**config.mk**
```make
export PLATFORM = sky130hd
export DESIGN_NAME = hiscore_leaf
export DESIGN_NICKNAME = d
export VERILOG_FILES = /design/src/rtl/hiscore_pkg.sv /design/src/rtl/hiscore_ram.sv /design/src/rtl/hiscore_leaf.sv
export SDC_FILE = /design/constraint.sdc
export NUM_CORES = 1
export LEC_CHECK = 0
export BUFFER_PORTS_ARGS = -buffer_cell sky130_fd_sc_hd__buf_2
export CORE_MARGIN = 2
export CORE_UTILIZATION = 45
export DETAILED_ROUTE_END_ITERATION = 10
export GPL_TIMING_DRIVEN = 0
export MAX_ROUTING_LAYER = met4
export SLEW_MARGIN = 20
export SYNTH_ARGS = -nofsm -noshare
export SYNTH_HDL_FRONTEND = slang
export SYNTH_SLANG_ARGS = --single-unit
```
**constraint.sdc**
```tcl
create_clock -name clk -period 7.8 [get_ports clk]
set_input_delay 0.39 -clock clk [delete_from_list [all_inputs] [get_ports clk]]
set_output_delay 0.39 -clock clk [all_outputs]
set_load 0.005 [all_outputs]
```
**src/rtl/hiscore_pkg.sv**
```systemverilog
// hiscore_pkg
// Shared constants and address helpers for the high-score bridge leaf.
//   HS_BASE_ADDR  byte address of table word 0
//   HS_NUM_WORDS  table depth in 32-bit words
//   HS_IDX_W      word index width
//   hs_in_range() 1 when a byte address falls inside the table window
//   hs_idx()      full-width word offset of a byte address from the base
package hiscore_pkg;

    localparam logic [31:0] HS_BASE_ADDR = 32'h1000_1620;
    localparam int unsigned HS_NUM_WORDS = 20;
    localparam int          HS_IDX_W     = $clog2(HS_NUM_WORDS);

    // The offset is computed first so an address below the base wraps to a
    // huge value; the explicit lower-bound test keeps that case out as well.
    function automatic logic hs_in_range(
        input logic [31:0] addr,
        input logic [31:0] base      = HS_BASE_ADDR,
        input int unsigned num_words = HS_NUM_WORDS
    );
        logic [31:0] off;
        off = addr - base;
        return (addr >= base) && (off < (num_words * 4));
    endfunction

    // Byte lanes [1:0] are dropped; the result is left 32 bits wide so the
    // caller can compare it against the last index without truncation.
    function automatic logic [31:0] hs_idx(
        input logic [31:0] addr,
        input logic [31:0] base = HS_BASE_ADDR
    );
        return (addr - base) >> 2;
    endfunction

endpackage

```
**src/rtl/hiscore_ram.sv**
```systemverilog
// hiscore_ram
// Single-port DEPTH x 32 table with a one-cycle registered read.
// A write returns the previous contents of the addressed word on o_rdata.
//   clk      clock
//   i_en     port enable (read and/or write this cycle)
//   i_we     write enable, qualified by i_en
//   i_addr   word index
//   i_wdata  write data
//   o_rdata  registered read data, valid the cycle after i_en
module hiscore_ram
    import hiscore_pkg::*;
#(
    parameter int unsigned DEPTH = HS_NUM_WORDS,
    parameter int          AW    = $clog2(DEPTH)
) (
    input  logic          clk,
    input  logic          i_en,
    input  logic          i_we,
    input  logic [AW-1:0] i_addr,
    input  logic [31:0]   i_wdata,
    output logic [31:0]   o_rdata
);

    logic [31:0] r_mem [DEPTH];
    logic [31:0] r_rdata;

    // No reset on the array or the read register so this maps onto block RAM.
    always_ff @(posedge clk) begin
        if (i_en) begin
            if (i_we) begin
                r_mem[i_addr] <= i_wdata;
            end
            r_rdata <= r_mem[i_addr];
        end
    end

    assign o_rdata = r_rdata;

endmodule

```
**src/rtl/hiscore_leaf.sv**
```systemverilog
// hiscore_leaf
// Bridge leaf for the high-score table, shared with the game core.
//   clk, reset        bridge clock, synchronous active-high reset
//   bridge_addr/wr/wr_data/rd/rd_data
//                     host side; reads return data two cycles after the strobe
//   core_req/we/idx/wdata/ready/rvalid/rdata
//                     core side; request held until core_ready, read data one
//                     cycle after acceptance
//   loaded            host has written the last word since reset
//   dirty             core modified the table since the last full host readback
module hiscore_leaf
    import hiscore_pkg::*;
#(
    parameter logic [31:0] BASE_ADDR = HS_BASE_ADDR,
    parameter int unsigned NUM_WORDS = HS_NUM_WORDS,
    parameter int          IDX_W     = $clog2(NUM_WORDS)
) (
    input  logic             clk,
    input  logic             reset,
    input  logic [31:0]      bridge_addr,
    input  logic             bridge_wr,
    input  logic [31:0]      bridge_wr_data,
    input  logic             bridge_rd,
    output logic [31:0]      bridge_rd_data,
    input  logic             core_req,
    input  logic             core_we,
    input  logic [IDX_W-1:0] core_idx,
    input  logic [31:0]      core_wdata,
    output logic             core_ready,
    output logic             core_rvalid,
    output logic [31:0]      core_rdata,
    output logic             loaded,
    output logic             dirty
);

    // ---------------- address decode ----------------
    logic        w_in_range;
    logic [31:0] w_word;
    logic        w_is_last;

    assign w_in_range = hs_in_range(bridge_addr, BASE_ADDR, NUM_WORDS);
    assign w_word     = hs_idx(bridge_addr, BASE_ADDR);
    assign w_is_last  = w_in_range && (w_word == 32'(NUM_WORDS - 1));

    // ---------------- arbitration ----------------
    // Write wins if both strobes arrive together. An out-of-range read still
    // enters the pipeline (to return zero on time) but leaves the RAM free.
    logic w_br_wr;
    logic w_br_rd_any;
    logic w_br_own;
    logic w_core_grant;
    logic w_core_wr;

    assign w_br_wr      = bridge_wr && w_in_range;
    assign w_br_rd_any  = bridge_rd && !bridge_wr;
    assign w_br_own     = w_br_wr || (w_br_rd_any && w_in_range);
    assign w_core_grant = core_req && !w_br_own && !reset;
    assign w_core_wr    = w_core_grant && core_we;

    // ---------------- RAM ----------------
    logic             w_ram_en;
    logic             w_ram_we;
    logic [IDX_W-1:0] w_ram_addr;
    logic [31:0]      w_ram_wdata;
    logic [31:0]      w_ram_rdata;

    assign w_ram_en    = w_br_own || w_core_grant;
    assign w_ram_we    = w_br_wr || w_core_wr;
    assign w_ram_addr  = w_br_own ? w_word[IDX_W-1:0] : core_idx;
    assign w_ram_wdata = w_br_wr ? bridge_wr_data : core_wdata;

    hiscore_ram #(
        .DEPTH (NUM_WORDS),
        .AW    (IDX_W)
    ) u_ram (
        .clk     (clk),
        .i_en    (w_ram_en),
        .i_we    (w_ram_we),
        .i_addr  (w_ram_addr),
        .i_wdata (w_ram_wdata),
        .o_rdata (w_ram_rdata)
    );

    // ---------------- read pipeline and flags ----------------
    // Stage 1 tracks a bridge read whose RAM data appears the next cycle;
    // r_bridge_rd_data is the second stage and holds until the next read.
    logic        r_s1_valid;
    logic        r_s1_hit;
    logic        r_s1_last;
    logic [31:0] r_bridge_rd_data;
    logic        r_core_rvalid;
    logic        r_loaded;
    logic        r_dirty;

    always_ff @(posedge clk) begin
        if (reset) begin
            r_s1_valid       <= 1'b0;
            r_s1_hit         <= 1'b0;
            r_s1_last        <= 1'b0;
            r_bridge_rd_data <= '0;
            r_core_rvalid    <= 1'b0;
            r_loaded         <= 1'b0;
            r_dirty          <= 1'b0;
        end else begin
            r_s1_valid    <= w_br_rd_any;
            r_s1_hit      <= w_in_range;
            r_s1_last     <= w_is_last;
            r_core_rvalid <= w_core_grant && !core_we;

            if (r_s1_valid) begin
                r_bridge_rd_data <= r_s1_hit ? w_ram_rdata : 32'h0;
            end

            if (w_br_wr && w_is_last) begin
                r_loaded <= 1'b1;
            end

            // A core write in the same cycle as the final readback keeps the
            // table marked modified: that write was not part of the save.
            if (w_core_wr && r_loaded) begin
                r_dirty <= 1'b1;
            end else if (r_s1_valid && r_s1_last) begin
                r_dirty <= 1'b0;
            end
        end
    end

    assign bridge_rd_data = r_bridge_rd_data;
    assign core_ready     = w_core_grant;
    assign core_rvalid    = r_core_rvalid;
    assign core_rdata     = r_core_rvalid ? w_ram_rdata : 32'h0;
    assign loaded         = r_loaded;
    assign dirty          = r_dirty;

endmodule
```
# Yosys cells after proc, flatten, opt, wreduce, memory -nomap -nowiden
# Memory sizes are Yosys's and may differ from the RTL's. A register that Yosys moved wholly into a read port is not among the register bits.
# Cells that the tools add are included.
dict set report word_totals {
  register_bits 38
  latch_bits 0
  ram_bits 640
  romBits 0
  input_bits 107
  out_inout_bits 68
  word_cells 41
  mem_count 1
}
# name depth width read_ports rd_clocked_by_memory_dff wr line
set memory_table {}
lappend memory_table {u_ram.r_mem 20 32 1 1 1 hiscore_ram.sv:24} ;# logic [31:0] r_mem [DEPTH];
dict set report classes {
  n_addsub 1
  multipliers 0
  div_mod_pow 0
  order_cmp 2
  n_eq_ne 1
  shifts 0
  n_mux 9
  n_bitwise 0
  n_reduce_logical 20
}
# cell n
set ops {}
lappend ops {{$mux 32} 3}
lappend ops {{$ge 32x29->1 const B} 1}
lappend ops {{$lt 32x7->1 const B} 1}
lappend ops {{$sub 32x29->32 const B} 1}
lappend ops {{$eq 30x5->1 const B} 1}
lappend ops {{$logic_and 1x1->1} 12}
lappend ops {{$mux 1} 5}
lappend ops {{$mux 5} 1}
lappend ops {{$logic_not 1->1} 4}
lappend ops {{$logic_or 1x1->1} 3}
lappend ops {{$reduce_bool 2->1} 1}

# Logic depth before layout (Yosys ltp)
dict set report depth {
  ltp_word 13
  ltp_mapped 17
}

# Modules after synthesis
# Synthesis repeated with hierarchy kept, for this count alone.
dict set report unflattened {
  cells_unflattened 1659
  hier_area_um2 28454.8
}
# mod n_inst cells_per_inst area_per_inst_um2 seq_area_each_um2
set by_module_without_submodules {}
lappend by_module_without_submodules {hiscore_ram 1 1322 25597.0 20179.4}
lappend by_module_without_submodules {hiscore_leaf 1 337 2857.7 760.7}

# Least setup slack after synthesis
# No wires, ideal clock.
dict set report synth_path {
  path_kind {input -> register}
  from {input port bridge_addr[16]}
  to {memory u_ram.r_mem[10][0], enable pin}
  setup_ps 421
  t_arrival_ps 4692
  path_slack_ps 2686
  cell_stages 14
  n_path_buf 5
  cell_sequence {nor4_4 nand3_2 or4_4 a2111oi_4 and2b_1 buf_4 nand4_2 nand2_1 buf_4 buf_2 buf_2 buf_2 nand3_1 nor2_1}
}
dict set report synth_between {
  elab_chain_len 13
  elab_cells_between_ends 17
  cone_classes {1 x add/sub; 2 x order compare; 4 x mux; 10 x reduce/logical}
}
# item line
set synth_rtl {}
lappend synth_rtl {{start: declaration} hiscore_leaf.sv:20} ;# input logic [31:0] bridge_addr,
lappend synth_rtl {{$sub 32x29->32} hiscore_pkg.sv:22} ;# off = addr - base;
lappend synth_rtl {{$lt 32x7->1} hiscore_pkg.sv:23} ;# return (addr >= base) && (off < (num_words * 4));
lappend synth_rtl {{$logic_and 1x1->1 (*)} hiscore_pkg.sv:23}
lappend synth_rtl {{$logic_and 1x1->1 (on tied branches)} {hiscore_leaf.sv:54, hiscore_leaf.sv:56}}
lappend synth_rtl {{$logic_or 1x1->1} hiscore_leaf.sv:56} ;# assign w_br_own = w_br_wr || (w_br_rd_any && w_in_range);
lappend synth_rtl {{$logic_not 1->1} hiscore_leaf.sv:57} ;# assign w_core_grant = core_req && !w_br_own && !reset;
lappend synth_rtl {{$logic_and 1x1->1 (2 in a row)} hiscore_leaf.sv:57}
lappend synth_rtl {{$logic_and 1x1->1} hiscore_leaf.sv:58} ;# assign w_core_wr = w_core_grant && core_we;
lappend synth_rtl {{$logic_or 1x1->1} hiscore_leaf.sv:68} ;# assign w_ram_we = w_br_wr || w_core_wr;
lappend synth_rtl {{$mux 1} hiscore_ram.sv:30} ;# if (i_we) begin
lappend synth_rtl {{$mux 1} hiscore_ram.sv:29} ;# if (i_en) begin
lappend synth_rtl {{$mux 1 (implied by the code)} hiscore_ram.sv:31} ;# r_mem[i_addr] <= i_wdata;
lappend synth_rtl {{end: declaration} hiscore_ram.sv:24}
# Mark *: on every way between the ends. The rest lies on a longest branch, timed or not.

# Worst setup path after layout
dict set report layout_path {
  from {input port bridge_addr[5]}
  to {memory u_ram.r_mem[15][30], enable pin}
}
dict set report layout_between {
  elab_chain_len 13
  elab_cells_between_ends 17
  cone_classes {1 x add/sub; 2 x order compare; 4 x mux; 10 x reduce/logical}
}
# item line
set layout_rtl {}
lappend layout_rtl {{$sub 32x29->32} {hiscore_pkg.sv:22, hiscore_pkg.sv:32}}
lappend layout_rtl {{$lt 32x7->1} hiscore_pkg.sv:23}
lappend layout_rtl {{$logic_and 1x1->1} hiscore_pkg.sv:23}
lappend layout_rtl {{$logic_and 1x1->1 (on tied branches)} {hiscore_leaf.sv:54, hiscore_leaf.sv:56}}
lappend layout_rtl {{$logic_or 1x1->1} hiscore_leaf.sv:56}
lappend layout_rtl {{$logic_not 1->1} hiscore_leaf.sv:57}
lappend layout_rtl {{$logic_and 1x1->1 (2 in a row)} hiscore_leaf.sv:57}
lappend layout_rtl {{$logic_and 1x1->1} hiscore_leaf.sv:58}
lappend layout_rtl {{$logic_or 1x1->1} hiscore_leaf.sv:68}
lappend layout_rtl {{$mux 1} hiscore_ram.sv:30}
lappend layout_rtl {{$mux 1} hiscore_ram.sv:29}
lappend layout_rtl {{$mux 1 (implied by the code)} hiscore_ram.sv:31}
# Parallel ways exist; a longest one is shown, timed or not.

==> reports/results.ini <==
[status]
outcome=finished clean

[clocking]
cts_made_buffers=76
clk_latency_ps=620
h-tree-depth=3
cts.sinks=710
cts_root_buf=clkbuf_16
cts.clk_slew.worst_paths_ps=60
ctsLongestPathBuffers=3
post_cts_buffers=0
cts_tree=built
cts_resized=0

[floorplanning]
die_w_um=261.5
die_y_um=261.5
io_pins=175
dieArea_sq_um=68380
initial_utilization=0.4538
core_area_sq_um=65750
placementRows=94

[grt]
gr-usage-met2=0.4356
use_met1=0.3597
grt_pass1_wl_mm=131.6
grt_remaining_overflow=0
grt_max_degree=33
grt_pass1_vias=19520
antenna_found_initial=4
grtUsageMet3=0.05130
grt_most_used_layer=met2
grt_usage=0.2756

[timing]
clock.fmax_ghz=0.1702
final_max_slew_viol_count=0
whs_ps=39.76
worst_pin_slew_ps=1104
fin_crit_ps=5877
rsz0062_at_grt=no
fin_tns_setup_ps=0
setup_violations=0
finalClockSkew_ps=20.22
slew_headroom=0.2637
hold_viol=0
fin_crit_sh=0.7534

[layout]
area_growth_pct=17.38
fin_nets=2402
drive_above_1_share=0.1896

[worst_hold_path]
holdPathEnd=r_s1_valid
hp-start=bridge_wr
hold_class=input port to register
hold_depth=2

[routing]
viasPerCell=6.202
postRouteWirelength_mm=92.36
wl_per_cell_um=28.69
vias=19960
drtIter0Drc=2532
drc=0
firstDrtPassIters=6
ant_nets=0

[logic_synthesis]
synth_edf_count=672
synth_flop_cell=edfxtp_1
synth_cell_type_count=73
yosysMostFrequentCell=edfxtp_1
synth.top_cell.area_share=0.6763
yosysTopAreaCell=edfxtp_1
yosys_warnings=0
syn_inst=2013
synth_commonest_cells=edfxtp_1, and3_1, a211oi_1
netlist_top_cells_area=edfxtp_1, a211oi_1, mux2i_1
ys_seq_area_frac=0.7018
synthesis.area_sq_um=29840
async_reset_ff_frac=0
yosys_register_bits=710
synth_fp_nets=2121
syn_area_per_cell_sq_um=14.82

[worst_setup_path]
worst_r2r_path_depth=6
r2r-end=u_ram.o_rdata[31]
crit_type=input port to register
critPathCaptureType=register
critPathArrivalTime_ps=6180
rrSetupSlack_ps=5280
path_max_fanout=17
crit_required_ps=8100
worstReg2RegStart=u_ram.r_mem[3][31]
cp-start-kind=input port

[power]
power-per-cell-area_nw_per_um2=228.0
leakage_uw=0.01200
total_power_uw=7986
ir_drop_v=0.0001333

[place]
dp_hpwl_mm=64.22
port_buffers=171
globalplace.congestion=0.9334

[run]
maxCapViolations=0

power breakdown:
| part | internal (uW) | switching (uW) | leakage [uW] | total [uW] |
|---|---|---|---|---|
| logic | 133 | 321 | 0.00453 | 453 |
| registers | 4190 | 8.55 | 0.00637 | 4200 |
| clock network | 1870 | 1460 | 0.00110 | 3330 |
how the worst max path moves through the flow:
stage	end	slack [ps]	from
finish	u_ram.r_mem[15][30]	1920	bridge_addr[5]
global route	u_ram.r_mem[14][19]	1650	bridge_addr[5]
CTS	u_ram.r_mem[14][23]	2100	bridge_addr[5]
detailed placement	u_ram.r_mem[15][16]	1480	bridge_addr[5]
global placement	u_ram.r_mem[14][16]	-550	bridge_addr[5]
floorplan	u_ram.r_mem[10][0]	2690	bridge_addr[16]
state kept, by name (all words and copies together), names as in the netlist:
register / flops
loaded: 1
u_ram.o_rdata: 32
u_ram.r_mem: 640
r_s1_last: 1
dirty: 1
core_rvalid: 1
r_s1_hit: 1
r_s1_valid: 1
bridge_rd_data: 32
timing repair:
| item | CTS | global route |
|---|---|---|
| setup endpoints to repair | 0 | 0 |
| hold buffers | 1 | 0 |
| hold endpoints to repair | 1 | 0 |
logic make-up after synthesis:
| kind of cell | Yosys count | share of synthesized area |
|---|---|---|
| buf+inv | 165 | 0.02390 |
| compound gates | 510 | 0.1258 |
| xor+xnor | 7 | 0.002055 |
| flops | 710 | 0.7018 |
| fa+ha+maj | 1 | 0.0004193 |
| simple gates | 467 | 0.09280 |
| mux | 153 | 0.05317 |
per-stage QoR:
stage / area [sq um] / util / setup WS (ps) / std cells
after CTS: 35020 / 0.5326 / 2103 / 3216
after detailed placement: 32740 / 0.4979 / 1477 / 3079
after floorplan: 29840 / - / 2686 / 2013
final: 35020 / 0.5327 / 1923 / 3219
after global placement: 31770 / 0.4833 / -554.7 / 3048
after global routing: 35020 / 0.5326 / 1650 / 3217
layer usage:
metal  vias to the layer above  part of all wire
met4                         0             0.029
met5                         -                 0
met3                       157             0.089
met1                     10040              0.40
met2                      1111              0.48
li1                       8657                 -
critical path, cell delays in order:
cell	delay, ps
buf_2	160
inv_1	110
ha_1	230
nor3b_1	160
nor3_1	440
nand2b_1	220
xor2_1	310
and3_1	210
buf_1	350
nand4_2	510
nand2_1	290
buf_4	210
buf_2	310
buf_2	350
buf_2	330
nand3_1	470
nor2_4	810
buf_12	270
cell type report:
| class | count | area [sq um] |
|---|---|---|
| tap | 864 | 1081 |
| buffer | 155 | 675.6 |
| inverter | 10 | 37.54 |
| multi-input combinational | 1138 | 8361 |
| sequential | 710 | 20940 |
| timing repair buffer | 203 | 1652 |
| clock buffer | 96 | 2019 |
| antenna | 3 | 7.507 |
| fill | 5382 | 30720 |
| clock inverter | 40 | 250.2 |
placed cells by master (no fill, tap or decap), drive strengths merged, types with 44 or more instances in the layout:
cell    netlist  layout
edfxtp      672     672
buf          45     247
clkbuf      110     206
and3        166     166
a211oi      165     165
mux2i       109     109
o21ai        98      98
a21boi       80      80
nand3        54      54
nand2        51      51
mux2         44      44
Note: power is estimated with default switching activity, not from simulation.
